## config.mk

```make
export PLATFORM = sky130hd
export DESIGN_NAME = input_reader_sync
export DESIGN_NICKNAME = d
export VERILOG_FILES = /design/src/rtl/input_reader_sync.sv
export SDC_FILE = /design/constraint.sdc
export NUM_CORES = 1
export LEC_CHECK = 0
export CAP_MARGIN = 20
export CORE_AREA = 2 2 88 90
export DETAILED_ROUTE_END_ITERATION = 7
export DIE_AREA = 0 0 90 92
export PLACE_DENSITY = 0.77
export SYNTH_ARGS = -nofsm -noshare
export SYNTH_HDL_FRONTEND = slang
export SYNTH_SLANG_ARGS = --single-unit
```

## constraint.sdc

```tcl
create_clock -name Clk -period 1.9 [get_ports Clk]
set_input_delay 0.19 -clock Clk [delete_from_list [all_inputs] [get_ports Clk]]
set_output_delay 0.19 -clock Clk [all_outputs]
set_load 0.03 [all_outputs]
```

## src/rtl/input_reader_sync.sv

```systemverilog
// ---------------------------------------------------------------------------
// input_reader_sync
// Operand front end for the adder datapath. Every raw board input (2*WIDTH
// slide switches, carry button Btn0, capture button BtnLoad) passes a 2-flop
// synchroniser and an independent per-bit debouncer. The debounced values
// drive the registered operands InputX/InputY and carry-in Cin, either live
// (LOAD_MODE=0) or captured on a debounced BtnLoad press (LOAD_MODE=1).
// Valid pulses for one cycle whenever a new operand set is presented.
//
// Ports
//   Clk      in   system clock, rising edge
//   Rst_n    in   asynchronous active-low reset
//   Sw       in   raw switches, [WIDTH-1:0] -> X, [2*WIDTH-1:WIDTH] -> Y
//   Btn0     in   raw carry button
//   BtnLoad  in   raw capture button, active-high (unused when LOAD_MODE=0)
//   InputX   out  registered operand X
//   InputY   out  registered operand Y
//   Cin      out  registered carry-in
//   Valid    out  one-cycle pulse with each new operand set
//
// Debounce FSM (one instance per input bit)
//   state       | meaning
//   ST_STABLE   | synchronised input equals debounced value, counter idle
//   ST_COUNTING | input differs from debounced value, counting stable cycles
// ---------------------------------------------------------------------------
module input_reader_sync #(
  parameter int WIDTH           = 4,
  parameter int DEBOUNCE_CYCLES = 16,
  parameter int CIN_ACTIVE_LOW  = 1,
  parameter int LOAD_MODE       = 1
) (
  input  logic               Clk,
  input  logic               Rst_n,
  input  logic [2*WIDTH-1:0] Sw,
  input  logic               Btn0,
  input  logic               BtnLoad,
  output logic [WIDTH-1:0]   InputX,
  output logic [WIDTH-1:0]   InputY,
  output logic               Cin,
  output logic               Valid
);

  // Bit layout of the debounced vector: {BtnLoad, Btn0, Sw}
  localparam int NB      = 2*WIDTH + 2;
  localparam int B_BTN0  = 2*WIDTH;
  localparam int B_LOAD  = 2*WIDTH + 1;
  localparam int CW      = $clog2(DEBOUNCE_CYCLES + 1);
  localparam logic [CW-1:0] CNT_LAST = CW'(DEBOUNCE_CYCLES - 1);
  // Btn0 resets to its released level so Cin starts deasserted.
  localparam logic [NB-1:0] DEB_RST  = {1'b0, (CIN_ACTIVE_LOW != 0), {(2*WIDTH){1'b0}}};

  typedef enum logic {ST_STABLE = 1'b0, ST_COUNTING = 1'b1} db_state_e;

  logic [NB-1:0] raw;
  logic [NB-1:0] sync1_q, sync2_q;
  db_state_e     state_q [NB];
  db_state_e     state_d [NB];
  logic [CW-1:0] cnt_q   [NB];
  logic [CW-1:0] cnt_d   [NB];
  logic [NB-1:0] deb_q, deb_d;
  logic [NB-1:0] deb_dly_q;

  logic [WIDTH-1:0] x_q, x_d, y_q, y_d;
  logic             cin_q, cin_d, valid_q, valid_d;
  logic             carry_now, carry_dly, load_evt;

  assign raw = {BtnLoad, Btn0, Sw};

  always_ff @(posedge Clk or negedge Rst_n) begin
    if (!Rst_n) begin
      sync1_q <= '0;
      sync2_q <= '0;
    end else begin
      sync1_q <= raw;
      sync2_q <= sync1_q;
    end
  end

  // Debounce FSM: state register
  always_ff @(posedge Clk or negedge Rst_n) begin
    if (!Rst_n) begin
      for (int i = 0; i < NB; i++) begin
        state_q[i] <= ST_STABLE;
        cnt_q[i]   <= '0;
      end
      deb_q     <= DEB_RST;
      deb_dly_q <= DEB_RST;
    end else begin
      for (int i = 0; i < NB; i++) begin
        state_q[i] <= state_d[i];
        cnt_q[i]   <= cnt_d[i];
      end
      deb_q     <= deb_d;
      deb_dly_q <= deb_q;
    end
  end

  // Debounce FSM: next state
  always_comb begin
    for (int i = 0; i < NB; i++) begin
      state_d[i] = state_q[i];
      unique case (state_q[i])
        ST_STABLE: begin
          // A single-cycle debounce accepts the change straight from STABLE.
          if (sync2_q[i] != deb_q[i] && DEBOUNCE_CYCLES > 1) state_d[i] = ST_COUNTING;
        end
        ST_COUNTING: begin
          if (sync2_q[i] == deb_q[i] || cnt_q[i] == CNT_LAST) state_d[i] = ST_STABLE;
        end
      endcase
    end
  end

  // Debounce FSM: counter and debounced value
  always_comb begin
    deb_d = deb_q;
    for (int i = 0; i < NB; i++) begin
      cnt_d[i] = '0;
      unique case (state_q[i])
        ST_STABLE: begin
          if (sync2_q[i] != deb_q[i]) begin
            if (DEBOUNCE_CYCLES == 1) deb_d[i] = sync2_q[i];
            else                      cnt_d[i] = CW'(1);
          end
        end
        ST_COUNTING: begin
          if (sync2_q[i] != deb_q[i]) begin
            if (cnt_q[i] == CNT_LAST) deb_d[i] = sync2_q[i];
            else                      cnt_d[i] = cnt_q[i] + 1'b1;
          end
        end
      endcase
    end
  end

  assign carry_now = (CIN_ACTIVE_LOW != 0) ? ~deb_q[B_BTN0]     : deb_q[B_BTN0];
  assign carry_dly = (CIN_ACTIVE_LOW != 0) ? ~deb_dly_q[B_BTN0] : deb_dly_q[B_BTN0];
  assign load_evt  = deb_q[B_LOAD] & ~deb_dly_q[B_LOAD];

  // Captures take the delayed debounced copy: a switch that finishes
  // debouncing on the same edge as BtnLoad is not yet visible to the press.
  always_comb begin
    x_d     = x_q;
    y_d     = y_q;
    cin_d   = cin_q;
    valid_d = 1'b0;
    if (LOAD_MODE != 0) begin
      if (load_evt) begin
        x_d     = deb_dly_q[WIDTH-1:0];
        y_d     = deb_dly_q[2*WIDTH-1:WIDTH];
        cin_d   = carry_dly;
        valid_d = 1'b1;
      end
    end else begin
      x_d     = deb_q[WIDTH-1:0];
      y_d     = deb_q[2*WIDTH-1:WIDTH];
      cin_d   = carry_now;
      valid_d = ({x_d, y_d, cin_d} != {x_q, y_q, cin_q});
    end
  end

  always_ff @(posedge Clk or negedge Rst_n) begin
    if (!Rst_n) begin
      x_q     <= '0;
      y_q     <= '0;
      cin_q   <= 1'b0;
      valid_q <= 1'b0;
    end else begin
      x_q     <= x_d;
      y_q     <= y_d;
      cin_q   <= cin_d;
      valid_q <= valid_d;
    end
  end

  assign InputX = x_q;
  assign InputY = y_q;
  assign Cin    = cin_q;
  assign Valid  = valid_q;

endmodule

```

==> reports/metrics.cfg, run 1 <==
[run_status]
status=finished, final reports clean

[timing]
slew_viol_final=0
fin_ws_ns=0.3054
rsz0062_at_grt=no
min_period_over_period_pct=83.92
hold_violations=0
maxSlewHeadroom_pct=73.24
setup_viol=0
worst_pin_slew_ns=0.4014
setup_tns_ns=0
skew_ns=0.01222
fmax_ghz=0.6271
period_minus_slack_ns=1.595

[cts]
cts_setup_buffers=0
cts.sink_count=110
cts_buffer_depth=2
clk_pin_slew_ns=0.10
clock_latency_ns=0.36
cts_tree=yes
ctsHoldBuffers=1
htree_levels=3
cts_buffers=9
cts_resized=0
cts-root-buf=clkbuf_8

[place]
place_ws_ns=0.4264
hpwl_mm=4.069
portBuffers=21
routabilityCongestion=0.7813
placed_cell_area_sq_mm=0.004559

[pwr]
peakVddDrop_uv=452.8
p_leak_nw=2.176
p_per_area_mw_per_mm2=840.4

[finish]
final_cell_mix=dfrtp_1 (108), nand2_1 (24), nor2_1 (22)
nets=365
drive_gt1_share_pct=17.53
num_antenna_cells=0
final_util_pct=64.10
stdcell_area_sq_mm=0.004773
area_delta_synth_final_pct=14.15
mostFrequentLayoutCell=dfrtp_1
fillers=563

[floorplan]
ios=22
die_y_um=92
die-area_sq_mm=0.008280
coreArea_sq_mm=0.007447
rows=32
start_util_pct=56.15
die_w_um=90

[worst_setup_path]
crit_slowest_cell=clkdlybuf4s50_1
path_buf_inv=1
max_stage_delay_ns=0.68
crit_path_max_fanout=2
crit_chain=clkdlybuf4s50_1
critical_path_class=flop to output pin
cp-end-kind=output pin
startpoint_type=flop
cp.arrival_ns=1.40
required_ns=1.71
path_delay_family=buffers and inverters

[logic_synthesis]
synth_cell_type_count=30
ys_ff_latch=110
netlist_area_sq_mm=0.004182
ys_seq_area_share_pct=65.89
yosysWarnings=0
avgSynthCellArea_sq_um=13.67
syn-num-nets=328
netlist_instances=306

[global_route]
grt_usage_pct=15.89
grt_start_max_net_pins=35
grt_overflow=0
grt_first_pass_wirelength_mm=10.38
antenna_found_initial=0
grt_pass1_vias=2297

[hold_path]
hold_class=primary input to flop

[detailed_routing]
drc=0
vias_per_cell=5.127
avgRoutedWirePerCell_um=12.86
first_iter_violations=61
num_vias=2307
first_pass_iters=4
detail_route.wirelength_mm=5.789
drtAntennaViolNets=0

[run]
max-cap-violations=0

[synth_stat cells, drive strengths merged]
| master | instances | area, sq um |
|---|---|---|
| nand3 | 20 | 110.1 |
| o21ai | 7 | 35.03 |
| nand2b | 4 | 25.02 |
| and3 | 4 | 25.02 |
| nor2b | 1 | 6.260 |
| a211oi | 2 | 15.01 |
| and4b | 8 | 106.4 |
| xor2 | 18 | 157.7 |
| nor3b | 9 | 77.57 |
| nor2 | 22 | 82.58 |
| dfrtp | 108 | 2703 |
| a31oi | 2 | 12.51 |
| nand4b | 2 | 17.52 |
| nor3 | 8 | 40.04 |
| and2 | 15 | 97.59 |
| ha | 10 | 125.1 |
| inv | 1 | 3.750 |
| buf | 1 | 7.510 |
| xnor2 | 12 | 105.1 |
| mux2 | 18 | 232.7 |
| mux2i | 1 | 10.01 |
| dfstp | 2 | 52.55 |
| nand2 | 31 | 133.9 |
[cell families (layout without fill, tap and decap cells)]
logic type / Yosys count / in the layout / synth area share, %
DFF: 110 / 110 / 65.89
adders and majority gates: 10 / 10 / 2.992
AOI/OAI and AO/OA: 11 / 11 / 1.496
xor gates and xnor gates: 30 / 30 / 6.284
buffers and inverters: 2 / 44 / 0.2693
and+or+nand+nor: 124 / 124 / 17.27
muxes: 19 / 19 / 5.805
[power breakdown]
group          internal, W  switching (W)  total, W
combinational    0.0000743      0.0000902  0.000164
clock             0.000656       0.000750   0.00141
sequential         0.00240      0.0000422   0.00244
total              0.00313       0.000882   0.00401
[worst paths after layout]
| path | slack (ns) | cells past startpoint | end | startpoint |
|---|---|---|---|---|
| setup / recovery | 0.31 | 1 | InputX[3] | InputX[3]$_DFFE_PN0P_ |
| setup reg to reg | 0.42 | 4 | deb_q[3]$_DFFE_PN0P_ | cnt_q[30]$_DFF_PN0_ |
| hold reg to reg | 0.36 | 0 | sync2_q[1]$_DFF_PN0_ | sync1_q[1]$_DFF_PN0_ |
| min in group asynchronous | 0.27 | 2 | sync1_q[7]$_DFF_PN0_ | Rst_n |
| max in group asynchronous | 0.91 | 3 | cnt_q[44]$_DFF_PN0_ | Rst_n |
| hold / removal | 0.26 | 1 | sync1_q[8]$_DFF_PN0_ | Btn0 |
[layer usage]
layer | share of wire, % | global-route usage (%) | vias to the layer above
li1 | - | - | 1115
met1 | 47 | 21.33 | 1161
met2 | 48 | 24.94 | 21
met3 | 2.2 | 2.958 | 10
met4 | 2.3 | 8.462 | 0
met5 | 0 | 0 | -
[layout make-up]
class	count	area (sq um)	area share, %
clock buffer	10	137.6	2.883
clock inverter	6	66.31	1.389
inverter	1	3.754	0.07864
multi-input combinational	194	1415	29.65
sequential	110	2755	57.72
timing repair buffer	27	267.8	5.609
tap	102	127.6	2.674
[registers in the layout, summed over array words and instances (netlist names)]
| name | count |
|---|---|
| InputY | 4 |
| deb_q | 10 |
| sync1_q | 10 |
| Valid | 1 |
| cnt_q | 50 |
| deb_dly_q | 10 |
| Cin | 1 |
| InputX | 4 |
| sync2_q | 10 |
| state_q | 10 |
[through the flow]
stage | power [W] | hold slack (ns) | std cells
6_report | 0.004012 | 0.2557 | 450
5_1_grt | 0.004199 | 0.2428 | 450
3_5_place_dp | 0.002657 | 0.1152 | 433
3_3_place_gp | 0.002647 | 0.1155 | 433
4_1_cts | 0.004070 | 0.2375 | 450
2_1_floorplan | 0.002555 | -0.1056 | 306
Power figures use the tool's default switching activity.
==> run 2, diff against run 1 <==
- CORE_AREA: 2 2 88 90 -> 2 2 92 94
- DIE_AREA: 0 0 90 92 -> 0 0 94 96
- PLACE_DENSITY: 0.77 -> 0.74
- clock period: 1.9 -> 1.4 ns (I/O delays scaled with it)
==> run 2 against run 1 <==
Net effect: sequential cell count unchanged; clock skew down 0.0014 ns; combinational power up 48%; via count down 0.65%; highest routed layer unchanged; count of clock-buffer cells in the layout unchanged; wire length up 3.5%; register-to-register slack worse by 0.37 ns; clock power up 27%; utilization down 3.9 points; largest power group unchanged; sequential share of layout area down 0.86 points; die area up 9.0%.
==> reports/metrics.cfg, run 2 (same netlist as run 1, synthesis figures left out) <==
[run_status]
status=finished, final reports clean

[finish]
final_cell_mix=dfrtp_1 (108), nand2_1 (23), nor2_1 (22)
regArea_sq_mm=0.002755
largest_reg_flops=50
fillers=643
mostFrequentLayoutCell=dfrtp_1
nets=374
area_delta_synth_final_pct=15.89
fin_cells=462
num_antenna_cells=0
largest_register=cnt_q
multi_input_area_sq_mm=0.001443
final_util_pct=60.19
drive_gt1_share_pct=21.85

[cts]
cts.sink_count=110
clock_latency_ns=0.36
cts_buffer_depth=2
htree_levels=3
clk_pin_slew_ns=0.10
cts_tree=yes
cts_buffers=9
cts-root-buf=clkbuf_8

[detailed_routing]
wl_met2_mm=2.967
drtAntennaViolNets=0
first_iter_violations=98
num_vias=2292
vias_per_cell=4.961
first_pass_iters=4
topRoutingLayerUsed=met4
avgRoutedWirePerCell_um=12.96
wl_met1_mm=2.750
wl_met3_um=171
drc=0
detail_route.wirelength_mm=5.989

[run]
max-cap-violations=0

[pwr]
p_seq_share_pct=62.0
switchingPower_w=0.001249
p_sw_share_pct=23.35
internal_power_w=0.004099
p_leak_nw=2.244
p_per_area_mw_per_mm2=1104
clkPwrFrac_pct=33.5
p_comb_share_pct=4.5
peakVddDrop_uv=534.0

[timing]
maxSlewHeadroom_pct=78.38
setup_viol=0
min_period_over_period_pct=96.21
slew_viol_final=0
skew_ns=0.01082
setup_tns_ns=0
worst_pin_slew_ns=0.3243
fmax_ghz=0.7424
hold_violations=0
fin_ws_ns=0.05309
period_minus_slack_ns=1.347

[floorplan]
die_y_um=96
rows=33
die_w_um=94
ios=22
start_util_pct=51.93
die-area_sq_mm=0.009024
coreArea_sq_mm=0.008051

[worst_setup_path]
required_ns=1.65
crit_path_max_fanout=4
crit_chain=ha_2, and4b_4, nand2_2, mux2_4
r2r_start=cnt_q[20]$_DFF_PN0_
r2r_end=deb_q[5]$_DFFE_PN0P_
cp-end-kind=flop
reg2reg_slack_ns=0.05
startpoint_type=flop
critical_path_class=flop to flop
cp.arrival_ns=1.60
path_delay_family=flip-flops
rr_worst_depth=4
path_buf_inv=0
max_stage_delay_ns=0.39
crit_slowest_cell=dfrtp_1

[place]
placedCellCount=441
routabilityCongestion=0.7727
portBuffers=21
hpwl_mm=4.075
place_ws_ns=0.01795

[global_route]
antenna_found_initial=0
grt_overflow=0
grt_pass1_vias=2319
grt_usage_pct=14.95
grt_start_max_net_pins=46
grt_first_pass_wirelength_mm=10.43

[hold_path]
hold_class=primary input to asynchronous set/reset pin

==> run 2: layout make-up <==
type / count / area share, %
Clock buffer: 10 / 2.840
Timing Repair Buffer: 36 / 6.662
Clock inverter: 6 / 1.084
Tap cell: 105 / 2.711
Sequential cell: 110 / 56.86
Inverter: 1 / 0.07746
Multi-Input combinational cell: 194 / 29.77
==> run 2: power by group through the flow <==
stage	clock network (W)	logic [W]	registers, W
finish	0.00179	0.000242	0.00331
global route	0.00200	0.000282	0.00333
CTS	0.00186	0.000242	0.00331
detailed placement	0	0.000234	0.00338
global placement	0	0.000228	0.00337
floorplan	0	0.000102	0.00336
==> run 2: worst max path at each step <==
stage / startpoint / end / cells past startpoint
global route: cnt_q[31]$_DFF_PN0_ / deb_q[3]$_DFFE_PN0P_ / 4
CTS: cnt_q[25]$_DFF_PN0_ / deb_q[4]$_DFFE_PN0P_ / 4
detailed placement: cnt_q[30]$_DFF_PN0_ / deb_q[3]$_DFFE_PN0P_ / 4
finish: cnt_q[20]$_DFF_PN0_ / deb_q[5]$_DFFE_PN0P_ / 4
global placement: cnt_q[46]$_DFF_PN0_ / deb_q[0]$_DFFE_PN0P_ / 4
floorplan: cnt_q[45]$_DFF_PN0_ / deb_q[0]$_DFFE_PN0P_ / 4
==> run 2: timing repair <==
action                                 4_1_cts  5_1_grt
endpoints found under the hold margin       62        0
hold buffers                                 1        0
setup endpoints to repair                   11        7
pin swaps                                    0        5
setup buffers                                1        3
resized for setup                           10        9
cloned                                       0        0
==> run 2: metal layers <==
layer  GRT usage [%]  up-vias
met4           4.952        0
met1           20.21     1124
li1                -     1130
met2           23.87       27
met3           3.915       11
met5               0        -
==> run 2: through the flow <==
stage / hold WS, ns / instance area (sq um) / total power, W
floorplan: -0.1556 / 4182 / 0.003467
global placement: 0.05038 / 4601 / 0.003600
detailed placement: 0.04866 / 4601 / 0.003612
CTS: 0.1923 / 4796 / 0.005414
global route: 0.1873 / 4846 / 0.005609
finish: 0.1948 / 4846 / 0.005348
==> run 3, diff against run 2 <==
- GPL_TIMING_DRIVEN: default -> 0
==> run 3 against run 2 <==
Net effect: final cell count fell by 1.1%; sequential power is essentially flat; via count up 0.39%; final area rose by 0.65%; utilization increased by 0.39 points; critical path depth unchanged; count of clock-buffer cells in the layout is 1 higher; worst setup slack improved by 0.0070 ns; combinational power shrank 2%; sequential share of layout area is 0.36 points lower; wire length shrank 5.6%; sequential cell count stayed put; largest power group unchanged; highest routed layer unchanged.
==> reports/metrics.cfg, run 3 (same netlist as run 1, synthesis figures left out) <==
[place]
placedCellCount=433
hpwl_mm=3.816
place_ws_ns=-0.09239
routabilityCongestion=0.7774
portBuffers=21

[global_route]
grt_start_max_net_pins=72
grt_first_pass_wirelength_mm=10.09
top_usage_layer=met2
use_met1_pct=17.87
global_route.usage.met3_pct=2.819
grt_util_met2_pct=24.17
grt_overflow=0
grt_usage_pct=14.53
grt_pass1_vias=2311
antenna_found_initial=0

[detailed_routing]
num_vias=2301
first_pass_iters=4
avgRoutedWirePerCell_um=12.37
vias_per_cell=5.035
first_iter_violations=78
drtAntennaViolNets=0
detail_route.wirelength_mm=5.653
drc=0

[timing]
skew_ns=0.007123
maxSlewHeadroom_pct=65.99
min_period_over_period_pct=95.71
rsz0062_at_grt=no
setup_viol=0
fin_ws_ns=0.06005
period_minus_slack_ns=1.340
worst_pin_slew_ns=0.5102
fmax_ghz=0.7463
slew_viol_final=0
hold_violations=0

[finish]
area_delta_synth_final_pct=16.64
largest_register=cnt_q
mostFrequentLayoutCell=dfrtp_1
final_cell_mix=dfrtp_1 (108), nand2_1 (23), nor2_1 (22)
final_util_pct=60.58
nets=369
fin_cells=457
num_antenna_cells=0
drive_gt1_share_pct=19.89
largest_reg_flops=50

[pwr]
p_per_area_mw_per_mm2=1151
p_leak_nw=2.248
peakVddDrop_uv=557.3
power_w=0.005613

[cts]
cts.sink_count=110
cts_tree=yes
cts-root-buf=clkbuf_8
clk_pin_slew_ns=0.09
cts_buffer_depth=2
cts_buffers=9
clock_latency_ns=0.36
htree_levels=3

[floorplan]
die_w_um=94
die-area_sq_mm=0.009024
die_y_um=96
rows=33
start_util_pct=51.93
coreArea_sq_mm=0.008051
ios=22

[run]
max-cap-violations=0

[worst_setup_path]
startpoint_type=flop
cp.arrival_ns=1.59
cp-end-kind=flop
crit_path_max_fanout=4
critical_path_class=flop to flop
required_ns=1.65

[hold_path]
hold_class=primary input to flop

[run_status]
status=finished, final reports clean

==> run 3: report_power, final <==
group          switching (W)  leakage [nW]  internal (W)  total (W)
logic               0.000125         0.697      0.000113   0.000238
registers          0.0000584          1.44       0.00326    0.00332
clock network       0.000999         0.113       0.00106    0.00206
==> run 3: through the flow <==
step / TNS [ns] / hold slack, ns / instance area, sq um
final: 0 / 0.2101 / 4877
after global routing: 0 / 0.1978 / 4877
after CTS: 0 / 0.1928 / 4825
after detailed placement: -0.1753 / 0.1523 / 4548
after global placement: -420.76 / 0.3331 / 4523
after floorplan: 0 / -0.1556 / 4182
==> run 3: area by class of cell <==
cell class / instances / area, sq um
buffer: 1 / 7.507
timing repair buffer: 30 / 285.3
tap: 105 / 131.4
multi-input combinational: 194 / 1470
clock buffer: 11 / 141.4
clock inverter: 5 / 82.58
inverter: 1 / 3.754
fill: 639 / 3174
sequential: 110 / 2755
==> run 3: timing repair <==
| item | 4_1_cts | 5_1_grt |
|---|---|---|
| endpoints found under the hold margin | 39 | 0 |
| gates resized for setup | 14 | 7 |
| pin swaps | 2 | 2 |
| hold buffers | 1 | 0 |
| endpoints found under the setup margin | 12 | 5 |
| buffers inserted | 5 | 2 |
==> run 3: path summary, 6_finish.rpt <==
path	start	to	slack, ns	depth (start not counted)
worst max register to register	cnt_q[40]$_DFF_PN0_	deb_q[1]$_DFFE_PN0P_	0.06	4
worst max-delay path	cnt_q[40]$_DFF_PN0_	deb_q[1]$_DFFE_PN0P_	0.06	4
worst min-delay path	Sw[0]	sync1_q[0]$_DFF_PN0_	0.21	1
worst min register to register	sync1_q[5]$_DFF_PN0_	sync2_q[5]$_DFF_PN0_	0.36	0
max in group asynchronous	Rst_n	deb_dly_q[8]$_DFF_PN1_	0.37	3
min in group asynchronous	Rst_n	cnt_q[39]$_DFF_PN0_	0.28	2
==> run 3: metal layers <==
layer  vias up  part of all wire (%)
li1       1122                     -
met1      1151                    46
met2        19                    50
met3         9                   2.1
met4         0                   2.3
met5         -                     0
==> run 3: worst max-delay path: stages, from the launching register on <==
cell and delay (ns):
dfrtp_1 0.39, ha_2 0.21, and4b_4 0.27, nand2_2 0.07, mux2_4 0.29
